--- config.mk ---
export PLATFORM = sky130hd
export DESIGN_NAME = alu_result_sink
export DESIGN_NICKNAME = d
export VERILOG_FILES = /design/src/rtl/alu_result_sink_pkg.sv /design/src/rtl/alu_result_sink_sync_fifo.sv /design/src/rtl/alu_result_sink.sv
export SDC_FILE = /design/constraint.sdc
export NUM_CORES = 1
export LEC_CHECK = 0
export ABC_AREA = 0
export BUFFER_PORTS_ARGS = -buffer_cell sky130_fd_sc_hd__buf_2
export CAP_MARGIN = 5
export CORE_AREA = 4 4 115 117
export DETAILED_ROUTE_END_ITERATION = 7
export DIE_AREA = 0 0 119 121
export PLACE_DENSITY_LB_ADDON = 0.2
export SLEW_MARGIN = 5
export SYNTH_ARGS = -nofsm -noshare
export SYNTH_HDL_FRONTEND = slang
export SYNTH_SLANG_ARGS = --single-unit
export TNS_END_PERCENT = 10
--- constraint.sdc ---
create_clock -name clk -period 4.5 [get_ports clk]
set_input_delay 0.225 -clock clk [delete_from_list [all_inputs] [get_ports clk]]
set_output_delay 0.225 -clock clk [all_outputs]
set_load 0.005 [all_outputs]
--- src/rtl/alu_result_sink_pkg.sv ---
// alu_result_sink_pkg: beat tags, opcodes, FSM encoding, record layout and reference ALU
package alu_result_sink_pkg;
  typedef enum logic [2:0] {
    T_IDLE  = 3'd0,
    T_A     = 3'd1,
    T_B     = 3'd2,
    T_OP    = 3'd3,
    T_RES   = 3'd4,
    T_FLAGS = 3'd5
  } tag_t;
  typedef enum logic [2:0] {
    OP_ADD = 3'd0,
    OP_SUB = 3'd1,
    OP_AND = 3'd2,
    OP_OR  = 3'd3,
    OP_XOR = 3'd4,
    OP_NOT = 3'd5,
    OP_SHL = 3'd6,
    OP_SHR = 3'd7
  } op_t;
  // each state is encoded as the tag it expects next
  typedef enum logic [2:0] {
    S_A     = 3'd1,
    S_B     = 3'd2,
    S_OP    = 3'd3,
    S_RES   = 3'd4,
    S_FLAGS = 3'd5
  } state_t;
  typedef struct packed {
    logic       mismatch;
    logic [7:0] a;
    logic [7:0] b;
    logic [2:0] op;
    logic [7:0] res;
    logic [3:0] flags;
  } rec_t;
  localparam int REC_W = $bits(rec_t);
  function automatic logic [7:0] alu_calc(input logic [7:0] a, input logic [7:0] b, input logic [2:0] op);
    case (op)
      OP_ADD:  alu_calc = a + b;
      OP_SUB:  alu_calc = a - b;
      OP_AND:  alu_calc = a & b;
      OP_OR:   alu_calc = a | b;
      OP_XOR:  alu_calc = a ^ b;
      OP_NOT:  alu_calc = ~a;
      OP_SHL:  alu_calc = {a[6:0], 1'b0};
      default: alu_calc = {a[7], a[7:1]};
    endcase
  endfunction
endpackage

--- src/rtl/alu_result_sink_sync_fifo.sv ---
// sync_fifo: generic first-word-fall-through FIFO, async active-low reset clears storage
module sync_fifo #(
  parameter int WIDTH = 8,
  parameter int DEPTH = 4
) (
  input  logic             clk,
  input  logic             rst,
  input  logic             push,
  input  logic [WIDTH-1:0] wdata,
  input  logic             pop,
  output logic [WIDTH-1:0] rdata,
  output logic             full,
  output logic             empty
);
  localparam int AW = $clog2(DEPTH);
  logic [WIDTH-1:0] mem [DEPTH];
  logic [AW-1:0] wp, rp;
  logic [AW:0] cnt;
  logic wr, rd;
  assign full  = cnt == (AW+1)'(DEPTH);
  assign empty = cnt == '0;
  assign wr    = push && !full;
  assign rd    = pop && !empty;
  assign rdata = mem[rp];
  always_ff @(posedge clk or negedge rst) begin
    if (!rst) begin
      wp  <= '0;
      rp  <= '0;
      cnt <= '0;
      for (int i = 0; i < DEPTH; i++) mem[i] <= '0;
    end else begin
      if (wr) begin
        mem[wp] <= wdata;
        wp      <= wp + 1'b1;
      end
      if (rd) rp <= rp + 1'b1;
      cnt <= cnt + (AW+1)'(wr) - (AW+1)'(rd);
    end
  end
endmodule

--- src/rtl/alu_result_sink.sv ---
// alu_result_sink: assembles tagged ALU beats into records and queues them; ALU_RESULT_CHECK_EN adds a result checker
module alu_result_sink
  import alu_result_sink_pkg::*;
#(
  parameter int DEPTH = 4,
  parameter int ERR_W = 8
) (
  input  logic             clk,
  input  logic             rst,
  input  logic             in_valid,
  input  logic [7:0]       data_in,
  input  logic [2:0]       data_type,
  output logic             in_ready,
  input  logic             rd_en,
  output logic             rec_valid,
  output logic [7:0]       rec_a,
  output logic [7:0]       rec_b,
  output logic [2:0]       rec_op,
  output logic [7:0]       rec_res,
  output logic [3:0]       rec_flags,
  output logic             rec_mismatch,
  output logic [ERR_W-1:0] err_cnt,
  output logic [ERR_W-1:0] chk_cnt
);
  state_t state, state_nx;
  logic [7:0] a_r, b_r, res_r;
  logic [2:0] op_r;
  logic [ERR_W-1:0] err_q, chk_q;
  logic acc, hit, bad, push, mism, full, empty;
  rec_t wrec, hrec;
  assign in_ready = !(state == S_FLAGS && full);
  assign acc      = in_valid && in_ready && data_type != T_IDLE;
  assign hit      = data_type == state;
  assign bad      = acc && !hit;
  assign push     = acc && hit && state == S_FLAGS;
  assign wrec     = {mism, a_r, b_r, op_r, res_r, data_in[3:0]};
  always_comb begin
    state_nx = state;
    if (acc) state_nx = hit ? (state == S_FLAGS ? S_A : state_t'(state + 3'd1)) : (data_type == T_A ? S_B : S_A);
  end
  always_ff @(posedge clk or negedge rst) begin
    if (!rst) state <= S_A;
    else state <= state_nx;
  end
  // every field register tracks the latest beat of its tag; only an in-order sequence reaches the push
  always_ff @(posedge clk or negedge rst) begin
    if (!rst) begin
      a_r   <= '0;
      b_r   <= '0;
      op_r  <= '0;
      res_r <= '0;
      err_q <= '0;
    end else begin
      if (acc && data_type == T_A) a_r <= data_in;
      if (acc && data_type == T_B) b_r <= data_in;
      if (acc && data_type == T_OP) op_r <= data_in[2:0];
      if (acc && data_type == T_RES) res_r <= data_in;
      if (bad && err_q != '1) err_q <= err_q + 1'b1;
    end
  end
`ifdef ALU_RESULT_CHECK_EN
  assign mism = alu_calc(a_r, b_r, op_r) != res_r;
  always_ff @(posedge clk or negedge rst) begin
    if (!rst) chk_q <= '0;
    else if (push && mism && chk_q != '1) chk_q <= chk_q + 1'b1;
  end
`else
  assign mism  = 1'b0;
  assign chk_q = '0;
`endif
  sync_fifo #(.WIDTH(REC_W), .DEPTH(DEPTH)) u_fifo (
    .clk   (clk),
    .rst   (rst),
    .push  (push),
    .wdata (wrec),
    .pop   (rd_en),
    .rdata (hrec),
    .full  (full),
    .empty (empty)
  );
  assign rec_valid    = !empty;
  assign rec_a        = hrec.a;
  assign rec_b        = hrec.b;
  assign rec_op       = hrec.op;
  assign rec_res      = hrec.res;
  assign rec_flags    = hrec.flags;
  assign rec_mismatch = hrec.mismatch;
  assign err_cnt      = err_q;
  assign chk_cnt      = chk_q;
endmodule

* Word level (Yosys, flattened, before mapping)
Cells that the tools add are included.
Storage, ports and cells: bits in registers 173, logic and storage cells 61
Operators by class: bitwise operators 2, order comparisons 3, add/sub/neg operators 6, reductions and logical operators 20, multiplexer cells 9, equality and inequality tests 8
Operators with widths (count):
- bitwise mux 128 bit | 1
- 2-to-1 mux 32 bit | 3
- binary-select mux 32 bit (select 2 bit) | 1
- demux 32 bit (select 2 bit) | 1
- logical AND 1 bit | 14
- == test 3 bit, second input constant | 3
- adder 8 x 1 -> 8 bit, second input constant | 1
- inequality test 8 bit, second input constant | 1
- == test 3 x 2 -> 1 bit, second input constant | 2
- >= comparator 3 bit, second input constant | 2
- 2-to-1 mux 3 bit | 2
- NOT 2 -> 3 bit | 2
- adder 2 x 1 -> 2 bit, second input constant | 2
- logical NOT 1 bit | 4
- adder 3 x 1 -> 3 bit | 1
- adder 3 x 1 -> 3 bit, second input constant | 1
- == test 3 x 1 -> 1 bit, second input constant | 1
- == test 3 bit | 1
- logical NOT 3 bit | 1
- less-than comparator 3 x 1 -> 1 bit, second input constant | 1
- nonzero test 3 bit | 1
- subtractor 3 x 1 -> 3 bit | 1
- 2-to-1 mux 2 bit | 1

* Longest topological paths before layout
Gate-level depths: netlist (run 1).
word-level depth 10, mapped depth 8, mapped depth without buffers 8

* Modules after synthesis
A second synthesis (run 1) with hierarchy kept.
Unflattened totals: cells, all modules 966, area, all modules 11054.4 um2
Modules (own cells, without submodules):
- sync_fifo | area an instance 9227.6 um2, seq. area each 3378.2 um2, cells each 832, times used 1
- alu_result_sink | area an instance 1826.8 um2, seq. area each 952.2 um2, cells each 134, times used 1

* Worst setup path before layout (run 1)
OpenSTA, ideal clock, no wires.
path kind register -> register, from register u_fifo.cnt[0], to register u_fifo.cnt[2], path buffers 0, library setup time 0.123 ns, setup slack 2.208 ns, period minus slack after synthesis 2.292 ns, arrival time 2.169 ns, stages on the path, launching flop included 9, cell sequence dfrtp_1 -> or3_2 -> and2_1 -> ha_1 -> inv_1 -> ha_1 -> fa_1 -> xnor2_1 -> xnor2_1
RTL lines:
- start: declaration | RTL line alu_result_sink_sync_fifo.sv:18 | logic [AW:0] cnt;
- start signal: assignment | RTL line alu_result_sink_sync_fifo.sv:37 | cnt <= cnt + (AW+1)'(wr) - (AW+1)'(rd);
- logical NOT 3 bit | RTL line alu_result_sink_sync_fifo.sv:21 | assign empty = cnt == '0;
- logical NOT 1 bit
- via rec_valid | RTL line alu_result_sink.sv:15 | output logic rec_valid,
- logical AND 1 bit | RTL line alu_result_sink_sync_fifo.sv:23 | assign rd = pop && !empty;
- via u_fifo.rd | RTL line alu_result_sink_sync_fifo.sv:19 | logic wr, rd;
- subtractor 3 x 1 -> 3 bit | RTL line alu_result_sink_sync_fifo.sv:37
The timed path passes the listed nets, and every way through them passes these cells. A chain may end at the register's enable or synchronous reset.

* Final worst setup path (run 1)
from register state[0], to register u_fifo.mem[121] (netlist bit)
Between the ends: word-level cells in the longest chain between the ends 8
Ends and longest elaborated chain:
- start: declaration | RTL line alu_result_sink.sv:25 | state_t state, state_nx;
- start signal: assignment | RTL line alu_result_sink.sv:43 | else state <= state_nx;
- == test 3 bit | RTL line alu_result_sink.sv:31, alu_result_sink.sv:35
- logical AND 1 bit | RTL line alu_result_sink.sv:31 | assign in_ready = !(state == S_FLAGS && full);
- logical NOT 1 bit | RTL line alu_result_sink.sv:31
- logical AND 1 bit (2 in a row) | RTL line alu_result_sink.sv:32 | assign acc = in_valid && in_ready && data_type != T_IDLE;
- logical AND 1 bit | RTL line alu_result_sink.sv:35 | assign push = acc && hit && state == S_FLAGS;
- logical AND 1 bit * | RTL line alu_result_sink.sv:35
- logical AND 1 bit * | RTL line alu_result_sink_sync_fifo.sv:22 | assign wr = push && !full;
- end signal: indexed assignment | RTL line alu_result_sink_sync_fifo.sv:33 | mem[wp] <= wdata;
- end: declaration | RTL line alu_result_sink_sync_fifo.sv:16 | logic [WIDTH-1:0] mem [DEPTH];
Every way passes the cells marked *; elsewhere a longest branch is shown, timed or not.

==> metrics.txt, run 1 <==
largest family of logic cells by synthesized area=multiplexers; Post-layout nets=between 500 and 600; maxcap violations=0; most frequent cell after synthesis=dfrtp_1; CTS root buf=clkbuf_16; relative slew slack=36.8%; ordered list of cells on the worst path=and3b_1 -> and4bb_1 -> and3_1 -> nand2_1 -> buf_4 -> mux2_2; unrepaired setup endpoints after global routing=false; Die Width=between 100 and 150 um; WL/cell=20.6 um; CP max FO=16; first-pass GRT wire length=approximately 24 mm; share of the synthesized area in the top cell type=between 50% and 60%; WP data arrival=3.03 ns; buffers added on ports=55; Remaining Overflow, GRT=0; Max Fclk=~370 MHz; Final Slew Violations=0; dpl hpwl=about 9 mm; register area share after synthesis=54.8%; post-synthesis simple-gate area fraction=approximately 3.2%; CTS buffer count=17; status=finished, final reports clean; Finish-stage setup viols=0; Pre-Repair DR Iteration Count=4; Mapped Cells=between 400 and 500; GPL Wtd Cong=between 0.7 and 0.8; Detail Route Antenna Nets=0; Slowest-stage cell, CP=dfstp_2; CTS tree=yes; core area=12,400 um^2; CP required=4.80 ns; Cell Count Post-Placement=around 670; Async S/R FF share, synth=100%; P&R area growth vs syn=10.2%; crit end category=register; synth top area cells=dfrtp_1, mux2_2, mux2_4, mux4_2, buf_12; Setup TNS Final=0 ns; Initial DRC Count=roughly 250; largest net degree at the start of global routing=96; met2 usage=35.3%; Hold Buf Count CTS=1; count of state elements after synthesis=roughly 170; Syn Area/Cell=around 17 um^2; Reg clk slew, reported paths=approximately 0.06 ns; critical path type=reg2reg; final hold violation count=0; Yosys top cell by area=dfrtp_1; final cycle utilization of the critical path=60.5%; CTS H-tree lvls=4; worst-margin pin slew=approximately 0.95 ns; dominant synthesized flop cell=dfrtp_1; clock tree buffer depth=2; initial core utilization=between 60% and 70%; synth warn=0; layout cell share with drive strength beyond 1=51.8%; setup repair bufs after CTS=0; Post-synth EDFFs=0; Reg2Reg Launch Point=state[0]$_DFFE_PN1P_; Via density=5.78; min Tclk post-route=2.72 ns; Synth Area in Compound Gates=less than 1%; mux share of post-synthesis cell area=~34%; CP startpoint kind=register; die area=between 10,000 and 15,000 um^2; worst hold margin=between 0.09 and 0.1 ns; commonest cells in the netlist=dfrtp_1, mux2_2, mux2_4; final std cells w/o fill=about 700; FF/Latch Area=approximately 4200 um^2; Hold WC Path Type=in2reg; Max IR drop VDD=around 440 uV; Worst Skew=between 0.006 and 0.007 ns; Hold Crit Start=data_in[4]; Worst-Skew Late Latency=0.42 ns; drc violations=0; Filler Cell Count=about 860; largest stage delay on the critical path=roughly 0.59 ns; met3 Resource Use GR=between 5 and 6%; adder-cell share of the synthesized area=1.39%; CTS sink count=169; synth unique cells=40; # diodes=0; crit path from=state[0]$_DFFE_PN1P_; Boundary Pins=65; overall routing resource usage=a little over a fifth; Multi-input gate area=about 3200 um^2; post_cts resized=0; vias in the first global route=~4,400; cell area after synthesis=around 7700 um^2; row count=about 40; LEAKAGE=about 4.2 nW; global route hottest layer=met2; chip height=121 um; xor and xnor area share after synthesis=between 1.5 and 2%; P per Cell Area=431 nW/um^2; DR vias=roughly 4,100; GRT met1 Usage=between 20% and 30%; initial antenna violation count=0; Total Wirelength=approximately 14 mm
-- state kept, by name (all words and copies together) (netlist names) --
name        count
u_fifo.wp       2
res_r           8
u_fifo.cnt      3
a_r             8
u_fifo.rp       2
err_cnt         8
op_r            3
b_r             8
state           3
u_fifo.mem    124
-- placed cells by master (no fill, tap or decap), drive strengths merged, types with 2 or more instances in the layout --
cell      n
xnor2     8
mux4     31
ha        7
nor3      2
and3      2
clkbuf   25
nand4b    2
nand3     7
and2      3
nand2    10
buf      60
nor3b     2
inv       8
o21ai     3
nor2      5
xor2      7
clkinv    4
mux2    152
dfrtp   168
conb      9
and4      3
-- routing by layer --
layer	vias to the layer above	part of all wire, %	routed length, um
met1	2185	45	6550
met2	78	51	7320
met5	-	0	0
met3	11	3.4	488
li1	1791	-	-
met4	0	0.90	131
-- cell families (layout without fill, tap and decap cells) --
family                     count (synthesis)  count (layout)
other                                      1               9
xor gates and xnor gates                  15              15
AOI/OAI and AO/OA                          7               7
muxes                                    183             183
DFF                                      169             169
and+or+nand+nor                           42              42
buffers and inverters                     42              98
adders and majority gates                  8               8
-- report_power, final --
part	internal, mW	total [mW]	switching [mW]
Sequential	1.65	1.85	0.199
Clock	0.736	1.27	0.535
Combinational	0.290	0.553	0.262
-- worst max-delay path: cells and delay by family (launching register included) --
family | cells | cell delay, ns
buffers and inverters | 1 | 0.44
DFF | 1 | 0.59
muxes | 1 | 0.30
and+or+nand+nor | 4 | 1.28
-- worst paths after layout --
path                                               end  slack (ns)  cells past startpoint
setup / recovery           u_fifo.mem[121]$_DFFE_PN0P_        1.78                      6
hold / removal                      b_r[4]$_DFFE_PN0P_        0.09                      2
setup reg to reg           u_fifo.mem[121]$_DFFE_PN0P_        1.78                      6
hold reg to reg                 err_cnt[7]$_DFFE_PN0P_        0.50                      1
max in group asynchronous  u_fifo.mem[102]$_DFFE_PN0P_        2.99                      3
min in group asynchronous   u_fifo.mem[23]$_DFFE_PN0P_        0.47                      2
-- layout make-up --
cell class / instances / area share [%]
inverters: 8 / 0.353
clock inverters: 4 / 0.235
repair buffers: 61 / 3.87
well taps: 172 / 2.53
clock buffers: 25 / 5.70
flip-flops and latches: 169 / 49.7
multi-input cells: 264 / 37.6
-- through the flow --
step / total power, mW / util [%] / area, um^2 / setup slack (ns)
2_1_floorplan: 2.22 / - / 7750 / 2.21
3_3_place_gp: 2.41 / 64.7 / 8000 / 1.89
3_5_place_dp: 2.44 / 64.7 / 8000 / 1.80
4_1_cts: 3.71 / 68.8 / 8510 / 1.79
5_1_grt: 3.85 / 68.8 / 8510 / 1.62
6_report: 3.67 / 68.8 / 8510 / 1.78
Note: power is estimated with default switching activity, not from simulation.
==> inputs of run 2 (changes only) <==
--- a/config.mk
+++ b/config.mk
@@ -8,9 +8,9 @@
 export ABC_AREA = 0
 export BUFFER_PORTS_ARGS = -buffer_cell sky130_fd_sc_hd__buf_2
 export CAP_MARGIN = 5
-export CORE_AREA = 4 4 115 117
+export CORE_AREA = 4 4 125 127
 export DETAILED_ROUTE_END_ITERATION = 7
-export DIE_AREA = 0 0 119 121
+export DIE_AREA = 0 0 129 131
 export PLACE_DENSITY_LB_ADDON = 0.2
 export SLEW_MARGIN = 5
 export SYNTH_ARGS = -nofsm -noshare
==> constraint.sdc (replaced) <==
create_clock -name clk -period 2.5 [get_ports clk]
set_input_delay 0.125 -clock clk [delete_from_list [all_inputs] [get_ports clk]]
set_output_delay 0.125 -clock clk [all_outputs]
set_load 0.005 [all_outputs]
==> run 2 against run 1 <==
Register-to-register slack lost 1.7 ns. Global-route usage shrank 2.4 points. Clock skew grew 0.0044 ns. Fmax grew 14%. Clock power grew 87%. Via count is the same. Critical path depth grew 2. Non-clock buffer count grew 15. Critical path type unchanged. Largest cell class unchanged. Largest power group unchanged.
==> metrics.txt, run 2 (synthesis results as in run 1) <==
Hold Crit Depth=2 (unchanged); Multi-input gate area=3210 um^2 (was 3200 um^2); Filler Cell Count=1,132 (was 861); Worst-Skew Late Latency=0.42 ns (about the same); dpl hpwl=9.77 mm (was 9.03 mm); CTS sink count=169 (unchanged); most common cell after layout, fill and taps aside=dfrtp_1 (unchanged); Initial DRC Count=204 (was 252); Hold WC Path Type=in2reg (unchanged); Util after Layout=60.5% (was 68.8%); most frequent cells in the layout=dfrtp_1, mux2_2, mux2_4, buf_2, mux4_2 (unchanged); final hold violation count=0 (unchanged); CP most frequent cell=ha_1; Setup TNS Final=0 ns (unchanged); Final WS setup=0.119 ns (was 1.78 ns); Reg clk slew, reported paths=0.06 ns (about the same); first-pass GRT wire length=24.6 mm (was 23.9 mm); Final Slew Violations=0 (unchanged); max reg flops=124 (unchanged); unrepaired setup endpoints after global routing=false (unchanged); DR vias=4,065 (unchanged); Die Width=129 um (was 119 um); initial core utilization=53.5% (was 62.5%); Worst Skew=0.0110 ns (was 0.00658 ns); CP startpoint kind=register (unchanged); Boundary Pins=65 (unchanged); Via density=5.55 (was 5.78); crit end category=register (unchanged); Total Wirelength=15.0 mm (was 14.5 mm); Pre-Repair DR Iteration Count=4 (unchanged); Slowest-stage cell, CP=or3_2 (was dfstp_2); worst hold margin=0.00711 ns (was 0.0922 ns); WP data arrival=2.69 ns (was 3.03 ns); maxcap violations=0 (unchanged); Remaining Overflow, GRT=0 (unchanged); CTS tree=yes (unchanged); Cell Count Post-Placement=699 (was 673); largest reg by FF count=u_fifo.mem (unchanged); Max Fclk=420 MHz (was 367 MHz); layout cell share with drive strength beyond 1=54.4% (was 51.8%); CTS root buf=clkbuf_16 (unchanged); CP required=2.81 ns (was 4.80 ns); CP max FO=3 (was 16); chip height=131 um (was 121 um); initial antenna violation count=0 (unchanged); LEAKAGE=4.29 nW (was 4.19 nW); # diodes=0 (unchanged); buffers added on ports=55 (unchanged); largest net degree at the start of global routing=85 (was 96); final cycle utilization of the critical path=95.2% (was 60.5%); core area=14,400 um^2 (was 12,400 um^2); CTS buffer count=17 (unchanged); min Tclk post-route=2.38 ns (was 2.72 ns); Max IR drop VDD=519 uV (was 442 uV); clock tree buffer depth=2 (unchanged); die area=16,900 um^2 (was 14,400 um^2); final std cells w/o fill=732 (was 703); row count=44 (was 41); worst-margin pin slew=0.784 ns (was 0.949 ns); Finish-stage setup viols=0 (unchanged); ordered list of cells on the worst path=or3_2 -> and2_1 -> ha_1 -> inv_1 -> ha_1 -> fa_2 -> xnor2_2 -> xnor2_1 (was and3b_1 -> and4bb_1 -> and3_1 -> nand2_1 -> buf_4 -> mux2_2); FF/Latch Area=4230 um^2 (unchanged); CTS H-tree lvls=4 (unchanged); status=finished, final reports clean (unchanged); overall routing resource usage=19.4% (was 21.8%); Detail Route Antenna Nets=0 (unchanged); vias in the first global route=4,437 (was 4,400); critical path type=reg2reg (unchanged); Post-layout nets=559 (was 544); worst slack, placed=0.107 ns (was 1.80 ns); GPL Wtd Cong=0.734 (was 0.770); drc violations=0 (unchanged); P&R area growth vs syn=13.1% (was 10.2%); P per Cell Area=775 nW/um^2 (was 431 nW/um^2); Worst R2R Path Depth=8 (was 6); largest stage delay on the critical path=0.51 ns (was 0.59 ns); WL/cell=20.5 um (was 20.6 um); relative slew slack=47.8% (was 36.8%)
==> run 2: what timing repair did <==
action | in CTS | in global routing
gates resized for setup | 0 | 2
hold buffers | 2 | 0
buffers inserted | 0 | 0
setup endpoints to repair | 0 | 1
endpoints found under the hold margin | 84 | 0
==> run 2: layout make-up <==
class                   instances  share of cell area (%)
flip-flops and latches        169                    48.5
multi-input cells             264                    36.8
repair buffers                 76                    5.66
clock buffers                  17                    4.87
well taps                     184                    2.64
clock inverters                14                    1.26
inverters                       8                   0.344
==> run 2: final timing paths <==
| check | from | to | slack, ns |
|---|---|---|---|
| max | u_fifo.cnt[0]$_DFF_PN0_ | u_fifo.cnt[2]$_DFF_PN0_ | 0.12 |
| min | data_in[4] | b_r[4]$_DFFE_PN0P_ | 0.007 |
| max reg2reg | u_fifo.cnt[0]$_DFF_PN0_ | u_fifo.cnt[2]$_DFF_PN0_ | 0.12 |
| min reg2reg | err_cnt[5]$_DFFE_PN0P_ | err_cnt[5]$_DFFE_PN0P_ | 0.49 |
| max in group asynchronous | rst | u_fifo.rp[0]$_DFFE_PN0P_ | 1.44 |
| min in group asynchronous | rst | u_fifo.mem[119]$_DFFE_PN0P_ | 0.32 |
==> run 2: layer usage <==
metal,up-vias,share of wire (%),track usage (%)
met2,53,50,30.9
li1,1816,-,-
met3,11,3.0,4.02
met5,-,0,0
met1,2185,46,26.8
met4,0,0.97,6.55
==> run 2: report_power, final <==
part	internal [mW]	switching (mW)	total, mW	leakage, nW
Sequential	2.97	0.258	3.23	2.27
Clock	1.35	1.03	2.38	0.264
Combinational	0.566	0.598	1.16	1.76
==> run 2: per-stage QoR <==
step | area [um^2] | power [mW]
after floorplan | 7750 | 4.00
after global placement | 8170 | 4.39
after detailed placement | 8170 | 4.44
after CTS | 8720 | 6.84
after global routing | 8730 | 7.11
final | 8730 | 6.77
==> run 2: critical path, delay by kind of cell, from the launching register on <==
kind                       cells  cell delay (ns)
buffers and inverters          1             0.04
and+or+nand+nor                2             0.72
xor gates and xnor gates       2             0.27
DFF                            1             0.40
adders and majority gates      3             0.84
